File: config.mk
export PLATFORM = sky130hd
export DESIGN_NAME = i2s_stereo_rx
export DESIGN_NICKNAME = d
export VERILOG_FILES = /design/src/rtl/i2s_stereo_rx_pkg.sv /design/src/rtl/i2s_sync_edge.sv /design/src/rtl/i2s_stereo_rx.sv
export SDC_FILE = /design/constraint.sdc
export NUM_CORES = 1
export LEC_CHECK = 0
export ABC_AREA = 1
export CELL_PAD_IN_SITES_DETAIL_PLACEMENT = 1
export CELL_PAD_IN_SITES_GLOBAL_PLACEMENT = 1
export CORE_ASPECT_RATIO = 1.25
export CORE_MARGIN = 5
export CORE_UTILIZATION = 31
export DETAILED_ROUTE_END_ITERATION = 6
export MAX_ROUTING_LAYER = met4
export PLACE_DENSITY_LB_ADDON = 0.1
export SLEW_MARGIN = 20
export SYNTH_ARGS = -nofsm -noshare
export SYNTH_HDL_FRONTEND = slang
export SYNTH_SLANG_ARGS = --single-unit
File: constraint.sdc
create_clock -name clk -period 4.6 [get_ports clk]
set_input_delay 0.69 -clock clk [delete_from_list [all_inputs] [get_ports clk]]
set_output_delay 0.69 -clock clk [all_outputs]
set_load 0.01 [all_outputs]
File: src/rtl/i2s_stereo_rx_pkg.sv
// ---------------------------------------------------------------------------
// i2s_stereo_rx_pkg : shared FSM state type and default frame constants
// Rev 1.0
// ---------------------------------------------------------------------------
`default_nettype none

package i2s_stereo_rx_pkg;

   typedef enum logic [1:0] {
      SYNC  = 2'd0,
      LEFT  = 2'd1,
      RIGHT = 2'd2
   } state_t;

   localparam int I2S_DATA_WIDTH  = 16;
   localparam int I2S_SLOT_WIDTH  = 32;
   localparam int I2S_FILL_FRAMES = 90;

endpackage

`default_nettype wire

File: src/rtl/i2s_sync_edge.sv
// ---------------------------------------------------------------------------
// i2s_sync_edge : two-flop synchroniser for a strobe plus data bits, with a
//                 rising-edge detect on the strobe only.  Rev 1.0
// ---------------------------------------------------------------------------
`default_nettype none

module i2s_sync_edge #(
   parameter int WIDTH = 2
) (
   input  logic             clk,
   input  logic             reset,
   input  logic             edge_i,
   input  logic [WIDTH-1:0] data_i,
   output logic             rise_o,
   output logic [WIDTH-1:0] data_o
);

   logic             edge_meta_q, edge_sync_q, edge_prev_q;
   logic [WIDTH-1:0] data_meta_q, data_sync_q;

   // Strobe and data share the same flop depth so they stay aligned.
   always_ff @(posedge clk or posedge reset) begin
      if (reset) begin
         edge_meta_q <= 1'b0;
         edge_sync_q <= 1'b0;
         edge_prev_q <= 1'b0;
         data_meta_q <= '0;
         data_sync_q <= '0;
      end else begin
         edge_meta_q <= edge_i;
         edge_sync_q <= edge_meta_q;
         edge_prev_q <= edge_sync_q;
         data_meta_q <= data_i;
         data_sync_q <= data_meta_q;
      end
   end

   assign rise_o = edge_sync_q & ~edge_prev_q;
   assign data_o = data_sync_q;

endmodule

`default_nettype wire

File: src/rtl/i2s_stereo_rx.sv
// ---------------------------------------------------------------------------
// i2s_stereo_rx : I2S stereo receiver with frame fill counter and sticky
//                 trigger; define ONSET_TRIGGER_EN for magnitude gating.  Rev 1.0
// ---------------------------------------------------------------------------
`default_nettype none

module i2s_stereo_rx
   import i2s_stereo_rx_pkg::*;
#(
   parameter int                    DATA_WIDTH  = I2S_DATA_WIDTH,
   parameter int                    SLOT_WIDTH  = I2S_SLOT_WIDTH,
   parameter int                    FILL_FRAMES = I2S_FILL_FRAMES,
   parameter logic [DATA_WIDTH-1:0] THRESHOLD   = 'h0800
) (
   input  logic                  clk,
   input  logic                  reset,
   input  logic                  i2s_sck,
   input  logic                  i2s_ws,
   input  logic                  i2s_sd,
   output logic [DATA_WIDTH-1:0] left_data,
   output logic [DATA_WIDTH-1:0] right_data,
   output logic                  sample_valid,
   output logic                  trigger,
   output logic                  frame_err
);

   localparam int CW = $clog2(SLOT_WIDTH + 1);
   localparam int FW = $clog2(FILL_FRAMES + 1);
   localparam logic [CW-1:0] SLOT_MAX = CW'(SLOT_WIDTH);
   localparam logic [CW-1:0] DW_CNT   = CW'(DATA_WIDTH);
   localparam logic [FW-1:0] FILL_MAX = FW'(FILL_FRAMES);

   logic       sck_rise;
   logic [1:0] sync_data;
   logic       ws_s, sd_s;

   i2s_sync_edge #(.WIDTH(2)) u_sync (
      .clk    (clk),
      .reset  (reset),
      .edge_i (i2s_sck),
      .data_i ({i2s_sd, i2s_ws}),
      .rise_o (sck_rise),
      .data_o (sync_data)
   );

   assign ws_s = sync_data[0];
   assign sd_s = sync_data[1];

   state_t                state_q, state_d;
   logic                  ws_prev_q, ws_prev_d;
   logic [CW-1:0]         bit_cnt_q, bit_cnt_d;
   logic [DATA_WIDTH-1:0] shift_q, shift_d;
   logic [DATA_WIDTH-1:0] pending_q, pending_d;
   logic                  pend_ok_q, pend_ok_d;
   logic [DATA_WIDTH-1:0] left_q, left_d, right_q, right_d;
   logic                  valid_q, valid_d, err_q, err_d, trig_q, trig_d;
   logic [FW-1:0]         frame_cnt_q, frame_cnt_d;

   logic [CW-1:0]         cnt_inc;
   logic [DATA_WIDTH-1:0] shift_upd;
   logic                  slot_ok, boundary, onset;

   // The bit seen on the boundary rise is still the LSB of the slot that ends.
   assign cnt_inc   = (bit_cnt_q == SLOT_MAX) ? bit_cnt_q : bit_cnt_q + 1'b1;
   assign shift_upd = (bit_cnt_q < DW_CNT) ? {shift_q[DATA_WIDTH-2:0], sd_s} : shift_q;
   assign slot_ok   = (cnt_inc >= DW_CNT);
   assign boundary  = (ws_s != ws_prev_q);

`ifdef ONSET_TRIGGER_EN
   function automatic logic [DATA_WIDTH-1:0] mag_sat(input logic [DATA_WIDTH-1:0] v);
      if (!v[DATA_WIDTH-1])
         return v;
      if (v[DATA_WIDTH-2:0] == '0)
         return {1'b0, {(DATA_WIDTH-1){1'b1}}};
      return -v;
   endfunction

   assign onset = (mag_sat(left_q) >= THRESHOLD) || (mag_sat(right_q) >= THRESHOLD);
`else
   logic unused_threshold;
   assign unused_threshold = ^THRESHOLD;
   assign onset            = 1'b1;
`endif

   always_comb begin
      state_d     = state_q;
      ws_prev_d   = ws_prev_q;
      bit_cnt_d   = bit_cnt_q;
      shift_d     = shift_q;
      pending_d   = pending_q;
      pend_ok_d   = pend_ok_q;
      left_d      = left_q;
      right_d     = right_q;
      valid_d     = 1'b0;
      err_d       = 1'b0;
      frame_cnt_d = (valid_q && frame_cnt_q != FILL_MAX) ? frame_cnt_q + 1'b1 : frame_cnt_q;
      trig_d      = trig_q | (valid_q && frame_cnt_d == FILL_MAX && onset);

      if (sck_rise) begin
         ws_prev_d = ws_s;
         case (state_q)
            SYNC: begin
               if (boundary && !ws_s) begin
                  state_d   = LEFT;
                  bit_cnt_d = '0;
                  shift_d   = '0;
               end
            end
            LEFT: begin
               if (boundary) begin
                  state_d   = RIGHT;
                  pending_d = shift_upd;
                  pend_ok_d = slot_ok;
                  err_d     = !slot_ok;
                  bit_cnt_d = '0;
                  shift_d   = '0;
               end else begin
                  bit_cnt_d = cnt_inc;
                  shift_d   = shift_upd;
               end
            end
            RIGHT: begin
               if (boundary) begin
                  state_d   = LEFT;
                  bit_cnt_d = '0;
                  shift_d   = '0;
                  if (pend_ok_q && slot_ok) begin
                     left_d  = pending_q;
                     right_d = shift_upd;
                     valid_d = 1'b1;
                  end else begin
                     err_d = !slot_ok;
                  end
               end else begin
                  bit_cnt_d = cnt_inc;
                  shift_d   = shift_upd;
               end
            end
            default: state_d = SYNC;
         endcase
      end
   end

   always_ff @(posedge clk or posedge reset) begin
      if (reset) begin
         state_q     <= SYNC;
         ws_prev_q   <= 1'b0;
         bit_cnt_q   <= '0;
         shift_q     <= '0;
         pending_q   <= '0;
         pend_ok_q   <= 1'b0;
         left_q      <= '0;
         right_q     <= '0;
         valid_q     <= 1'b0;
         err_q       <= 1'b0;
         trig_q      <= 1'b0;
         frame_cnt_q <= '0;
      end else begin
         state_q     <= state_d;
         ws_prev_q   <= ws_prev_d;
         bit_cnt_q   <= bit_cnt_d;
         shift_q     <= shift_d;
         pending_q   <= pending_d;
         pend_ok_q   <= pend_ok_d;
         left_q      <= left_d;
         right_q     <= right_d;
         valid_q     <= valid_d;
         err_q       <= err_d;
         trig_q      <= trig_d;
         frame_cnt_q <= frame_cnt_d;
      end
   end

   assign left_data    = left_q;
   assign right_data   = right_q;
   assign sample_valid = valid_q;
   assign frame_err    = err_q;
   assign trigger      = trig_q;

endmodule

`default_nettype wire
# --- After elaboration in Yosys (flattened, before gate mapping) ---
# Cells that the tools add are included.
word_totals:
  reg_bits: 91
  out_inout_bits: 35
  word_cells: 68
op_classes:
  n_addsub: 2
  order_cmp: 2
  n_eq_ne: 9
  n_mux: 22
  bitwise_logic: 3
  n_reduce_logical: 13
op_table:
  columns: ["op", "n"]
  rows:
  - ["$mux 16", 3]
  - ["$pmux 16 s2", 1]
  - ["$mux 6", 3]
  - ["$pmux 6 s2", 1]
  - ["$mux 1", 8]
  - ["$reduce_and 4->1", 2]
  - ["$add 7x1->7 const B", 1]
  - ["$eq 7x7->1 const B", 1]
  - ["$mux 7", 1]
  - ["$ne 7x7->1 const B", 1]
  - ["$add 6x1->6 const B", 1]
  - ["$eq 6x6->1 const B", 1]
  - ["$ge 6x5->1 const B", 1]
  - ["$lt 6x5->1 const B", 1]
  - ["$mux 2", 3]
  - ["$ne 2x2->1 const B", 3]
  - ["$pmux 2 s3", 1]
  - ["$reduce_and 3->1", 2]
  - ["$logic_and 1x1->1", 4]
  - ["$eq 2x1->1 const B", 1]
  - ["$eq 2x2->1 const B", 1]
  - ["$logic_not 1->1", 2]
  - ["$logic_not 2->1", 1]
  - ["$pmux 1 s2", 1]
  - ["6 further kinds", 6]

# --- Logic depth before layout (Yosys ltp) ---
logic_depth:
  word_depth: 8
  ltp_mapped: 13

# --- Hierarchy ---
# A second synthesis with hierarchy kept.
unflattened:
  hier_cells: 423
  hier_area_um2: 3982.6
modules_own_cells:
  columns: ["mod", "n_inst", "cells_per_inst", "area_each_um2", "seq_area_each_um2"]
  rows:
  - ["i2s_stereo_rx", 1, 413, 3793.6, 2102.0]
  - ["i2s_sync_edge", 1, 10, 188.9, 175.2]

# --- Worst setup path after synthesis ---
# OpenSTA, ideal clock, no wires.
synth_timing:
  path_type: "register to register"
  from: "register ws_prev_q"
  to: "register right_q[1] (netlist: right_data[1])"
  arrival_ns: 1.489
  setup_slack_ns: 2.982
  stages_incl_launch_ff: 8
  period_less_slack_ns: 1.618
  cell_sequence: "dfrtp_1 -> ha_1 -> or2_4 -> nor3_4 -> nand2_8 -> buf_6 -> nand2_1 -> o21ai_2"
synth_between:
  elab_chain_len: 2
synth_lines:
  columns: ["element", "line", "text"]
  rows:
  - ["from (decl)", "i2s_stereo_rx.sv:50", "logic ws_prev_q, ws_prev_d;"]
  - ["from (signal assigned)", "i2s_stereo_rx.sv:160", "ws_prev_q <= ws_prev_d;"]
  - ["$ne 1x1->1", "i2s_stereo_rx.sv:67", "assign boundary = (ws_s != ws_prev_q);"]
  - ["$reduce_and 4->1 (no line)", null, null]
  - ["to (signal assigned)", "i2s_stereo_rx.sv:166", "right_q <= right_d;"]
  - ["to (decl)", "i2s_stereo_rx.sv:55", "logic [DATA_WIDTH-1:0] left_q, left_d, right_q, right_d;"]
# Every way passes these cells.
# A chain may end at the register's enable or synchronous reset.

# --- Worst setup path in the final report ---
layout_timing:
  from: "register valid_q (netlist: sample_valid)"
  to: "output port sample_valid"
layout_rtl:
  columns: ["element", "line", "text"]
  rows:
  - ["from (decl)", "i2s_stereo_rx.sv:56", "logic valid_q, valid_d, err_q, err_d, trig_q, trig_d;"]
  - ["from (signal assigned)", "i2s_stereo_rx.sv:167", "valid_q <= valid_d;"]
  - ["to (decl)", "i2s_stereo_rx.sv:22", "output logic sample_valid,"]
# No word-level cell between the ends.

==> summary.md <==
| Metric | Value |
|---|---|
| Share of total power in the clock network | `0.362` |
| Gate power share | `0.154` |
| Reg clk slew, reported paths | `0.06 ns` |
| DR DRC count | `0` |
| Antenna Nets Post-Route | `0` |
| Slew margin rel. | `0.565` |
| Remaining Overflow, GRT | `0` |
| P_int | `1.45 mW` |
| Most common cell after layout, fill and taps aside | `nand2_1` |
| GRT Util Overall | `0.127` |
| #FFs+latches synth | `91` |
| Distinct cells, synth | `33` |
| CP endpoint kind | `primary output` |
| ANT cells | `0` |
| Maximum vdd drop | `218 uV` |
| Synthesized area | `4030 um^2` |
| P_sw | `566 uW` |
| Clock Latency Late Sink | `0.33 ns` |
| Via count of the first global-routing pass | `3160` |
| WL/cell | `13.8 um` |
| Cells after Synth | `422` |
| Seq/Total Area, Yosys | `0.565` |
| Sw Share | `0.281` |
| H-tree depth | `3` |
| MaxCap Viol Count | `0` |
| DRT Pass-1 Iters | `4` |
| CTS tree | `yes` |
| DP HPWL | `5980 um` |
| WP data required | `3.91 ns` |
| CTS Buf Count | `9` |
| Hold Path Class | `reg2reg` |
| Slowest-stage cell, CP | `clkdlybuf4s50_1` |
| # setup viols final | `0` |
| Layout area overhead | `19.8%` |
| Total core area | `12700 um^2` |
| WHS Path Cells | `0` |
| Max Clk Rate | `0.461 GHz` |
| Tot Pwr | `2.01 mW` |
| Share of cells above drive strength 1 | `0.134` |
| Slew Viols, Final | `0` |
| Initial antenna violation count | `0` |
| Initial DRC Count | `157` |
| Fin crit share | `0.471` |
| Clock sink count | `91` |
| Routed vias/inst | `4.57` |
| Vias | `2881` |
| Leak pwr | `2.29 nW` |
| Crit-path leading delay family | `buffers and inverters` |
| RSZ-0062 raised after global routing | `false` |
| Net count, final | `473` |
| Initial core utilization | `0.317` |
| # hold bufs at CTS | `0` |
| Post-layout min period | `2.17 ns` |
| Crit path buf inv count | `1` |
| Data arrival time of the critical path | `1.48 ns` |
| Final Hold Vio Count | `0` |
| Avg Inst Size Synth | `9.55 um^2` |
| Max clock buf depth | `2` |
| Setup TNS | `0 ns` |
| Synth Net Count | `436` |
| Clock Skew | `0.00484 ns` |
| Die X | `112 um` |
| Post-CTS Resized | `0` |
| Clock root cell | `clkbuf_16` |
| Reg power frac | `0.485` |
| Slowest stage delay, CP | `0.61 ns` |
| Port bufs | `39` |
| Placer Congestion | `0.763` |
| CP Max Fanout | `10` |
| Buffer count from post-CTS setup fixing | `0` |
| CP cell instances | `clkdlybuf4s50_1` |
| Die Area | `15400 um^2` |
| Die H | `137 um` |
| Worst Setup Start Kind | `flip-flop` |
| Worst reg-to-reg path cell count | `9` |
| YS warnings | `0` |
| Pwr per Cell Area | `417 nW/um^2` |
| Tightest Pin Transition | `0.650 ns` |
| Largest net degree at the start of global routing | `63` |
| Row count | `46` |
| Post-Route WL | `8690 um` |
| Outcome | `completed` |
| Commonest cells after routing, fill and taps aside | `nand2_1, dfrtp_1, inv_1` |
| Worst setup path class | `reg2out` |
| First-pass GRT wire length | `15200 um` |
| Crit path depth | `1` |
| IO Pins | `40` |
## power groups by stage
stage | combinational [mW] | sequential (mW) | clock [mW]
after floorplan | 0.243 | 0.970 | 0
after global placement | 0.302 | 0.989 | 0
after detailed placement | 0.317 | 0.993 | 0
after CTS | 0.319 | 0.977 | 0.759
after global routing | 0.366 | 0.989 | 0.790
final | 0.310 | 0.975 | 0.728
## sequential cells by signal, indices dropped and copies added, names as in the netlist, 2 cells and up
signal / flops
u_sync.data_meta_q: 2
state_q: 2
right_data: 16
pending_q: 16
left_data: 16
frame_cnt_q: 7
shift_q: 16
bit_cnt_q: 6
u_sync.data_o: 2
## Yosys cell counts, drive strengths merged
master / instances / area [um^2]
ha: 9 / 113
o31ai: 1 / 7.51
nand4: 3 / 18.8
or2: 1 / 8.76
nand2: 112 / 472
nor3b: 1 / 7.51
xor2: 3 / 33.8
o21a: 5 / 37.5
o21ai: 42 / 285
buf: 16 / 130
nor3: 3 / 26.3
dfrtp: 91 / 2280
a211oi: 1 / 7.51
nor2: 31 / 124
nand3: 14 / 75.1
inv: 54 / 208
o22ai: 16 / 100
o21bai: 1 / 7.51
a21oi: 18 / 90.1
## kinds of logic (layout without fill, tap and decap cells)
family                     after synthesis  after routing  synth area share
and+or+nand+nor                        165            165             0.182
DFF                                     91             91             0.565
AOI/OAI and AO/OA                       84             84             0.133
buffers and inverters                   70            111            0.0838
adders and majority gates                9              9            0.0280
xor gates and xnor gates                 3              3           0.00839
## routing by layer
metal,global-route usage,vias to the layer above,part of all wire
li1,-,1424,-
met1,0.149,1407,0.46
met2,0.214,39,0.49
met3,0.0316,11,0.035
met4,0.0434,0,0.015
met5,-,-,0
## final cells by class
| type | count | area (um^2) |
|---|---|---|
| Clock buffer | 14 | 294 |
| Clock inverter | 1 | 5.00 |
| Fill cell | 1477 | 7890 |
| Inverter | 54 | 213 |
| Multi-Input combinational cell | 261 | 1410 |
| Sequential cell | 91 | 2280 |
| Tap cell | 168 | 210 |
| Timing Repair Buffer | 42 | 413 |
## final timing paths
check	slack (ns)	endpoint	start
min reg2reg	0.35	u_sync.data_o[0]$_DFF_PP0_	u_sync.data_meta_q[0]$_DFF_PP0_
max	2.43	sample_valid	sample_valid$_DFF_PP0_
max reg2reg	2.58	bit_cnt_q[1]$_DFFE_PP0P_	state_q[0]$_DFFE_PP0P_
max in group asynchronous	3.00	bit_cnt_q[1]$_DFFE_PP0P_	reset
min in group asynchronous	0.78	left_data[11]$_DFFE_PP0P_	reset
min	0.35	u_sync.data_o[0]$_DFF_PP0_	u_sync.data_meta_q[0]$_DFF_PP0_
## through the flow
step / instance area, um^2 / setup WS (ns) / cells / utilization / hold slack [ns]
after global placement: 4520 / 2.23 / 616 / 0.356 / 0.334
after CTS: 4830 / 2.42 / 631 / 0.379 / 0.351
after detailed placement: 4530 / 2.54 / 616 / 0.356 / 0.336
after global routing: 4830 / 2.30 / 631 / 0.379 / 0.354
after floorplan: 4030 / 1.55 / 422 / - / 0.331
final: 4830 / 2.43 / 631 / 0.379 / 0.347
Note: power is estimated with default switching activity, not from simulation.
